**config.mk**
```make
export PLATFORM = sky130hd
export DESIGN_NAME = icache_refill_ctrl
export DESIGN_NICKNAME = d
export VERILOG_FILES = /design/src/rtl/icache_pkg.sv /design/src/rtl/icache_tag_ram.sv /design/src/rtl/icache_refill_ctrl.sv
export SDC_FILE = /design/constraint.sdc
export NUM_CORES = 2
export LEC_CHECK = 0
export CAP_MARGIN = 10
export CORE_MARGIN = 8
export CORE_UTILIZATION = 58
export DETAILED_ROUTE_END_ITERATION = 8
export HOLD_SLACK_MARGIN = 0.08
export PLACE_DENSITY = 0.78
export SLEW_MARGIN = 5
export SYNTH_ARGS = -nofsm -noshare
export SYNTH_HDL_FRONTEND = slang
export SYNTH_SLANG_ARGS = --single-unit
```
**constraint.sdc**
```tcl
create_clock -name clk -period 7.2 [get_ports clk]
set_input_delay 2.16 -clock clk [delete_from_list [all_inputs] [get_ports clk]]
set_output_delay 2.16 -clock clk [all_outputs]
set_load 0.005 [all_outputs]
```
**src/rtl/icache_pkg.sv**
```systemverilog
// Shared types and geometry helpers for the direct-mapped instruction cache.
package icache_pkg;

  typedef enum logic [1:0] {
    IDLE   = 2'd0,
    REFILL = 2'd1,
    DONE   = 2'd2
  } state_t;

  localparam int DEF_LINE_WORDS = 4;
  localparam int DEF_SETS       = 16;

  function automatic int off_w(input int line_words);
    return $clog2(line_words);
  endfunction

  function automatic int idx_w(input int sets);
    return $clog2(sets);
  endfunction

  function automatic int tag_w(input int line_words, input int sets);
    return 30 - off_w(line_words) - idx_w(sets);
  endfunction

  // Bit positions of the address fields within a [31:2] word address.
  function automatic int off_lsb();
    return 2;
  endfunction

  function automatic int idx_lsb(input int ow);
    return off_lsb() + ow;
  endfunction

  function automatic int tag_lsb(input int ow, input int iw);
    return off_lsb() + ow + iw;
  endfunction

endpackage

```
**src/rtl/icache_tag_ram.sv**
```systemverilog
// Tag and valid arrays: combinational hit compare, one-edge clear of every valid bit.
module icache_tag_ram
  import icache_pkg::*;
#(
  parameter int SETS  = DEF_SETS,
  parameter int IDX_W = idx_w(DEF_SETS),
  parameter int TAG_W = tag_w(DEF_LINE_WORDS, DEF_SETS)
) (
  input  logic             clk,
  input  logic             rst_n,
  input  logic [IDX_W-1:0] lk_idx,
  input  logic [TAG_W-1:0] lk_tag,
  output logic             hit,
  input  logic             wr_en,
  input  logic [IDX_W-1:0] wr_idx,
  input  logic [TAG_W-1:0] wr_tag,
  input  logic             wr_set_valid,
  input  logic             clr_all
);

  logic [TAG_W-1:0] tags [SETS];
  logic [SETS-1:0]  valid;

  always_ff @(posedge clk) begin
    if (wr_en) begin
      tags[wr_idx] <= wr_tag;
    end
  end

  // A clear on the same edge as an install wins, so a flushed refill never validates.
  always_ff @(posedge clk or negedge rst_n) begin
    if (!rst_n) begin
      valid <= '0;
    end else if (clr_all) begin
      valid <= '0;
    end else if (wr_en && wr_set_valid) begin
      valid[wr_idx] <= 1'b1;
    end
  end

  assign hit = valid[lk_idx] && (tags[lk_idx] == lk_tag);

endmodule

```
**src/rtl/icache_refill_ctrl.sv**
```systemverilog
// Direct-mapped I-cache with whole-line refill over a req/gnt/rvalid port.
// Optional ICACHE_PERF_CNT_EN adds saturating hit/miss counters.
module icache_refill_ctrl
  import icache_pkg::*;
#(
  parameter int LINE_WORDS = DEF_LINE_WORDS,
  parameter int SETS       = DEF_SETS
) (
  input  logic        clk,
  input  logic        rst_n,
  input  logic        cpu_req,
  input  logic [31:2] cpu_addr,
  output logic        cpu_stall,
  output logic        cpu_valid,
  output logic [31:0] cpu_inst,
  input  logic        flush,
  output logic        mem_req,
  output logic [31:2] mem_addr,
  input  logic        mem_gnt,
  input  logic        mem_rvalid,
  input  logic [31:0] mem_rdata,
  output logic [31:0] hit_cnt,
  output logic [31:0] miss_cnt
);

  localparam int OFF_W   = off_w(LINE_WORDS);
  localparam int IDX_W   = idx_w(SETS);
  localparam int TAG_W   = tag_w(LINE_WORDS, SETS);
  localparam int IDX_LSB = idx_lsb(OFF_W);
  localparam int TAG_LSB = tag_lsb(OFF_W, IDX_W);
  localparam logic [OFF_W:0] LW_CNT    = LINE_WORDS[OFF_W:0];
  localparam logic [OFF_W:0] LAST_WORD = LINE_WORDS[OFF_W:0] - 1'b1;

  state_t state, state_d;

  logic [29-OFF_W:0] line_q;
  logic [OFF_W:0]    req_cnt;
  logic [OFF_W:0]    resp_cnt;
  logic              flush_pend;

  logic [OFF_W-1:0]  lk_off;
  logic [IDX_W-1:0]  lk_idx;
  logic [TAG_W-1:0]  lk_tag;
  logic [IDX_W-1:0]  fill_idx;
  logic [TAG_W-1:0]  fill_tag;

  logic hit;
  logic lookup_hit;
  logic start_refill;
  logic fill_wr;
  logic fill_done;
  logic clr_all;

  logic [31:0] data_mem [SETS*LINE_WORDS];

  assign lk_off   = cpu_addr[OFF_W+1:2];
  assign lk_idx   = cpu_addr[IDX_LSB +: IDX_W];
  assign lk_tag   = cpu_addr[TAG_LSB +: TAG_W];
  assign fill_idx = line_q[IDX_W-1:0];
  assign fill_tag = line_q[IDX_W +: TAG_W];

  // A flush outside REFILL clears at once; inside REFILL it waits for the line to drain.
  assign clr_all = (flush && (state != REFILL)) || (fill_done && (flush_pend || flush));

  icache_tag_ram #(
    .SETS  (SETS),
    .IDX_W (IDX_W),
    .TAG_W (TAG_W)
  ) u_tag_ram (
    .clk          (clk),
    .rst_n        (rst_n),
    .lk_idx       (lk_idx),
    .lk_tag       (lk_tag),
    .hit          (hit),
    .wr_en        (fill_done),
    .wr_idx       (fill_idx),
    .wr_tag       (fill_tag),
    .wr_set_valid (!(flush_pend || flush)),
    .clr_all      (clr_all)
  );

  always_comb begin
    state_d      = state;
    lookup_hit   = 1'b0;
    start_refill = 1'b0;
    fill_wr      = 1'b0;
    fill_done    = 1'b0;
    mem_req      = 1'b0;
    case (state)
      IDLE: begin
        if (cpu_req) begin
          if (hit) begin
            lookup_hit = 1'b1;
          end else begin
            start_refill = 1'b1;
            state_d      = REFILL;
          end
        end
      end
      REFILL: begin
        mem_req = (req_cnt < LW_CNT);
        if (mem_rvalid) begin
          fill_wr = 1'b1;
          if (resp_cnt == LAST_WORD) begin
            fill_done = 1'b1;
            state_d   = DONE;
          end
        end
      end
      DONE: begin
        state_d = IDLE;
      end
      default: begin
        state_d = IDLE;
      end
    endcase
  end

  assign cpu_stall = (state != IDLE) || (cpu_req && !hit);
  assign mem_addr  = {line_q, req_cnt[OFF_W-1:0]};

  always_ff @(posedge clk or negedge rst_n) begin
    if (!rst_n) begin
      state      <= IDLE;
      req_cnt    <= '0;
      resp_cnt   <= '0;
      flush_pend <= 1'b0;
    end else begin
      state <= state_d;
      if (start_refill) begin
        req_cnt  <= '0;
        resp_cnt <= '0;
      end else begin
        if (mem_req && mem_gnt) begin
          req_cnt <= req_cnt + 1'b1;
        end
        if (fill_wr) begin
          resp_cnt <= resp_cnt + 1'b1;
        end
      end
      if (fill_done) begin
        flush_pend <= 1'b0;
      end else if ((state == REFILL) && flush) begin
        flush_pend <= 1'b1;
      end
    end
  end

  // Line base is pure address data; it is only observed while REFILL drives mem_req.
  always_ff @(posedge clk) begin
    if (start_refill) begin
      line_q <= cpu_addr[31:IDX_LSB];
    end
  end

  always_ff @(posedge clk) begin
    if (fill_wr) begin
      data_mem[{fill_idx, resp_cnt[OFF_W-1:0]}] <= mem_rdata;
    end
  end

  always_ff @(posedge clk or negedge rst_n) begin
    if (!rst_n) begin
      cpu_valid <= 1'b0;
      cpu_inst  <= '0;
    end else begin
      cpu_valid <= lookup_hit;
      if (lookup_hit) begin
        cpu_inst <= data_mem[{lk_idx, lk_off}];
      end
    end
  end

`ifdef ICACHE_PERF_CNT_EN
  always_ff @(posedge clk or negedge rst_n) begin
    if (!rst_n) begin
      hit_cnt  <= '0;
      miss_cnt <= '0;
    end else begin
      if (lookup_hit && (hit_cnt != 32'hFFFF_FFFF)) begin
        hit_cnt <= hit_cnt + 32'd1;
      end
      if (start_refill && (miss_cnt != 32'hFFFF_FFFF)) begin
        miss_cnt <= miss_cnt + 32'd1;
      end
    end
  end
`else
  assign hit_cnt  = '0;
  assign miss_cnt = '0;
`endif

endmodule

```
; ---- After elaboration in Yosys (flattened, before gate mapping)
; Memory sizes are Yosys's and may differ from the RTL's. A register that Yosys moved wholly into a read port is not among the register bits.
; Index checks and enable logic that the tools add are counted.
[totals]
mem_bits_rw = 2432
n_memories = 2
register_bits = 54
word_cells = 78
[op_classes]
addsub = 2
n_reduce_logical = 21
bitwise_logic = 1
magnitude_cmp = 4
eq_ne = 8
muxes = 33
[memory_table]
columns = name, depth, width, read_ports, rd_clocked_by_memory_dff, wr, line_no
row1 = data_mem, 64, 32, 1, 1, 1, icache_refill_ctrl.sv:54  ; logic [31:0] data_mem [SETS*LINE_WORDS];
row2 = u_tag_ram.tags, 16, 24, 1, 0, 1, icache_tag_ram.sv:21  ; logic [TAG_W-1:0] tags [SETS];
[op_table]
columns = operator, count
row1 = 2-to-1 mux 16 bit, 2
row2 = equality test 24 bit, 1
row3 = 2-to-1 mux 1 bit, 20
row4 = OR 16 bit, 1
row5 = 2-to-1 mux 3 bit, 4
row6 = "less-than comparator 4 x 5 -> 1 bit, second input constant", 2
row7 = nonzero test 2 bit, 5
row8 = logical AND 1 bit, 8
row9 = 2-to-1 mux 2 bit, 4
row10 = "inequality test 2 bit, second input constant", 4
row11 = "adder 3 x 1 -> 3 bit, second input constant", 2
row12 = binary-select mux 1 bit (select 4 bit), 1
row13 = demux 1 bit (select 4 bit), 1
row14 = ">= comparator 4 x 1 -> 1 bit, second input constant", 1
row15 = case mux 2 bit (2 select lines), 1
row16 = AND reduction 4 bit, 1
row17 = "equality test 3 x 2 -> 1 bit, second input constant", 1
row18 = zero test 1 bit, 3
row19 = logical OR 1 bit, 3
row20 = "less-than comparator 3 bit, second input constant", 1
row21 = "equality test 2 x 1 -> 1 bit, second input constant", 1
row22 = zero test 2 bit, 1
row23 = "inequality test 2 x 1 -> 1 bit, second input constant", 1

; ---- Logic depth before layout (Yosys ltp)
[depth]
ltp_word = 7
ltp_mapped = 14
mapped_depth_nobuf = 8

; ---- By module
; Synthesis repeated with hierarchy kept, for this count alone.
[hier_totals]
hier_cells = 4610
hier_area_um2 = 97317.1
[by_module_without_submodules]
columns = mod, area_each_um2, instances, cells_each
row1 = icache_refill_ctrl, 81376.8, 1, 3856
row2 = icache_tag_ram, 15940.3, 1, 754

; ---- Worst setup path before layout
; No wires, ideal clock.
[synth_timing]
path_kind = input to output
startpoint = input port cpu_addr[5] in the netlist's numbering
endpoint = output port cpu_stall
cell_stages = 11
setup_slack_ns = 0.534
required_time_ns = 5.040
arrival_time_ns = 4.506
cell_sequence = buf_2 > buf_2 > buf_2 > mux4_2 > mux2i_1 > xor2_1 > o22ai_1 > nor4_1 > or3b_2 > o31ai_1 > nand2_1
[synth_via]
elab_chain_cells = 6
elab_cells_between_ends = 8
[synth_lines]
columns = item, line_no
row1 = "start, declared", icache_refill_ctrl.sv:12  ; input logic [31:2] cpu_addr,
row2 = memory read (16 x 24 bit) / binary-select mux 1 bit (select 4 bit) (equally long branches), --
row3 = equality test 24 bit / 2-to-1 mux 1 bit (equally long branches), icache_tag_ram.sv:41  ; assign hit = valid[lk_idx] && (tags[lk_idx] == lk_tag);
row4 = logical AND 1 bit (*), icache_tag_ram.sv:41
row5 = zero test 1 bit (*), icache_refill_ctrl.sv:119  ; assign cpu_stall = (state != IDLE) || (cpu_req && !hit);
row6 = logical AND 1 bit (*), icache_refill_ctrl.sv:119
row7 = logical OR 1 bit (*), icache_refill_ctrl.sv:119
row8 = "end, declared", icache_refill_ctrl.sv:13  ; output logic cpu_stall,
; Every way passes the cells marked *; elsewhere a longest branch is shown, timed or not. The select of a mux whose other input is x is not followed.

; ---- Worst setup path after layout
; Same ends and word-level chain as after synthesis.

==> flow_metrics.tcl <==
set metrics [dict create \
    die_y_um 424 \
    hold_viol 0 \
    drt_iter0_drc 6982 \
    yosys_warnings 0 \
    worst-r2r-cell-count 5 \
    post_drt_wl_per_cell_um 38.2 \
    dr.pass1.iters 6 \
    synth.area.top_cells "edfxtp_1 77%, mux4_2 18%, dfrtp_1 1.5%" \
    cp_max_fo 21 \
    synth_ff_type "edfxtp_1" \
    dr_total_vias 46900 \
    cts_htree_levels 4 \
    grt_pass1_vias 48100 \
    drt_wl_total_um 258000 \
    timing.final.crit_period_ns 7.05 \
    yosysUniqueCellTypes 55 \
    core.rowCount 149 \
    synth-seq-area-share 0.780 \
    hold_end "flush_pend$_DFFE_PN0P_" \
    clockBufferDepth 3 \
    r2r_start "state[0]$_DFFE_PN0P_" \
    setup_viol 0 \
    critical_path_arrival_ns 4.89 \
    worstSkewPairLatency_ns 0.90 \
    status "completed" \
    tightest_slew_ns 1.34 \
    final_max_slew_viol_count 0 \
    wl_met2_um 127000 \
    setup_slack_ns 0.151 \
    hold_buffers 0 \
    hold_path_class "reg2reg" \
    fmaxAchievable_mhz 142 \
    syn2layout_area_growth_pct 13.8 \
    postCtsSetupRepairBufs 0 \
    syn_avg_cell_area_um2 24.4 \
    cts_tree "done" \
    r2r_slack_ns 3.25 \
    synth_seq_cells 2518 \
    initial_utilization 0.584 \
    worstPathRequired_ns 5.04 \
    dpl.hpwl_um 136000 \
    wl_met3_um 30600 \
    core_mm2 0.165 \
    vias_per_cell 6.95 \
    crit_path_end_kind "output port" \
    placed_cell_area_mm2 0.102 \
    p_per_area_mw_per_mm2 284 \
    cts_buffers 235 \
    die_area_mm2 0.180 \
    async_flop_share 0.0230 \
    grt_overflow 0 \
    ioPinCount 197 \
    start_kind "input port" \
    hp-start "flush_pend$_DFFE_PN0P_" \
    maxCapViolations 0 \
    dp_slack_ns -0.206 \
    io_buffers 132 \
    num-nets-final 4410 \
    grt_pass1_wl_um 363000 \
    highest_layer "met5" \
    antenna_found_initial 26 \
    root_buffer "clkbuf_16" \
    yosysTopAreaCell "edfxtp_1" \
    fillers 9682 \
    synthCells 3963 \
    crit_type "in2out" \
    synth.top_cell.area_share 0.765 \
    power_leakage_nw 34.7 \
    netlist_area_mm2 0.0965 \
    drive_gt1_frac 0.328 \
    gp_congestion 0.830 \
    clkSinkCount 2518 \
    die_w_um 424 \
    synth_edf_count 2460 \
    worstReg2RegEnd "data_mem[47][14]$_DFFE_PP_" \
    drc 0 \
    grt_setup_unrepaired "no" \
    wl_met1_um 85800 \
    vdd_drop_max_mv 0.258 \
    clk_pin_slew_ns 0.06 \
    globalRouteTotalUtil 0.285 \
    antenna_left 0 \
    grt_max_degree 77 \
    slew_headroom 0.106 \
    postLayoutCellArea_mm2 0.110 \
    finalClockSkew_ns 0.0496 \
    hold_depth 2 \
    finalCritPeriodShare 0.979 \
]
==> cell type report <==
| class | instances | area [µm²] | share of cell area |
|---|---|---|---|
| Antenna cell | 13 | 32.5 | 0.000296 |
| Clock buffer | 298 | 6230 | 0.0567 |
| Clock inverter | 148 | 1680 | 0.0153 |
| Inverter | 7 | 27.5 | 0.000250 |
| Multi-Input combinational cell | 1237 | 20600 | 0.188 |
| Sequential cell | 2518 | 75300 | 0.685 |
| Tap cell | 2189 | 2740 | 0.0249 |
| Timing Repair Buffer | 340 | 3250 | 0.0296 |
==> cells in the final DEF, fill, tap and decap left out, drive strengths merged, types with 58 or more instances in the layout <==
| cell | instances |
|---|---|
| edfxtp | 2460 |
| mux4 | 755 |
| clkbuf | 299 |
| buf | 247 |
| nor2 | 124 |
| clkinv | 98 |
| clkdlybuf4s50 | 92 |
| conb | 64 |
| mux2i | 63 |
| dfrtp | 58 |
==> flip-flops by register name, indices dropped and copies added, names as in the netlist <==
| name | cells |
|---|---|
| data_mem | 2048 |
| u_tag_ram.tags | 384 |
| cpu_inst | 32 |
| line_q | 28 |
| u_tag_ram.valid | 16 |
| req_cnt | 3 |
| resp_cnt | 3 |
| state | 2 |
| cpu_valid | 1 |
| flush_pend | 1 |
==> report_power, final <==
part | internal [mW] | total [mW] | switching (mW) | leakage [nW]
Sequential | 16.4 | 16.6 | 0.178 | 22.9
Clock | 7.08 | 12.7 | 5.61 | 3.81
Combinational | 0.756 | 1.96 | 1.20 | 7.96
Total | 24.2 | 31.2 | 6.99 | 34.7
==> worst max-delay path: stages <==
cell	delay, ns
buf_8	0.21
buf_4	0.19
mux4_2	0.31
mux2i_2	0.20
xnor2_1	0.10
a211oi_2	0.27
buf_4	0.17
nand4_1	0.09
or4_4	0.57
o31ai_1	0.25
nand2_1	0.15
clkbuf_2	0.19
==> Yosys cell counts (2+ instances only) <==
cell      number
a21oi_1       25
a22o_1         2
a22oi_1       17
and2_1         7
and3_1         5
buf_1         28
buf_2         26
buf_4         76
buf_6          8
clkbuf_1     126
dfrtp_1       58
edfxtp_1    2460
ha_1           3
inv_1          6
mux2_2        38
mux2i_1       63
mux4_2       755
nand2_1       24
nand2b_1       6
nand3_1        7
nand3b_1       2
nand4_1        3
nand4b_1       2
nor2_1       124
nor2b_1       10
nor3_1         2
nor3b_1        2
o21ai_0        7
o221ai_1       3
o22ai_1        9
o31ai_1        2
or2_2          7
or3_1          3
or3b_2         2
xnor2_1       16
xor2_1        10
==> logic make-up after synthesis <==
kind of cell	after synthesis	share of synthesized area
multiplexers	856	0.187
flip-flops	2518	0.780
XOR/XNOR	26	0.00236
AO/OA/AOI/OAI	77	0.00530
adder cells (fa/ha/maj)	3	0.000389
other	1	0.0000388
buffers and inverters	271	0.0145
AND/OR/NAND/NOR	211	0.0101
==> worst max path at each step <==
stage / to / slack, ns / from
finish: cpu_stall / 0.15 / cpu_addr[5]
global route: cpu_stall / 0.008 / cpu_addr[5]
CTS: cpu_stall / 0.03 / cpu_addr[4]
detailed placement: cpu_stall / -0.21 / cpu_addr[5]
global placement: cpu_stall / -0.21 / cpu_addr[4]
floorplan: cpu_stall / 0.53 / cpu_addr[5]
==> per-stage QoR <==
stage / power, mW / instances / utilization / setup TNS (ns) / hold slack [ns]
finish: 31.2 / 6750 / 0.665 / 0 / 0.498
global route: 31.9 / 6741 / 0.665 / 0 / 0.525
CTS: 31.3 / 6736 / 0.665 / 0 / 0.502
detailed placement: 18.8 / 6290 / 0.617 / -0.206 / 0.485
global placement: 18.7 / 6290 / 0.617 / -0.211 / 0.478
floorplan: 17.9 / 4026 / - / 0 / 0.457
==> per-layer routing <==
metal | vias up | global-route usage
li1 | 17700 | -
met1 | 24700 | 0.366
met2 | 3753 | 0.469
met3 | 772 | 0.0679
met4 | 10 | 0.131
met5 | - | 0
==> what timing repair did <==
item,in CTS,in global routing
gates resized for setup,4,4
pin swaps,0,0
endpoints found under the setup margin,1,1
(Power assumes the default switching activity.)
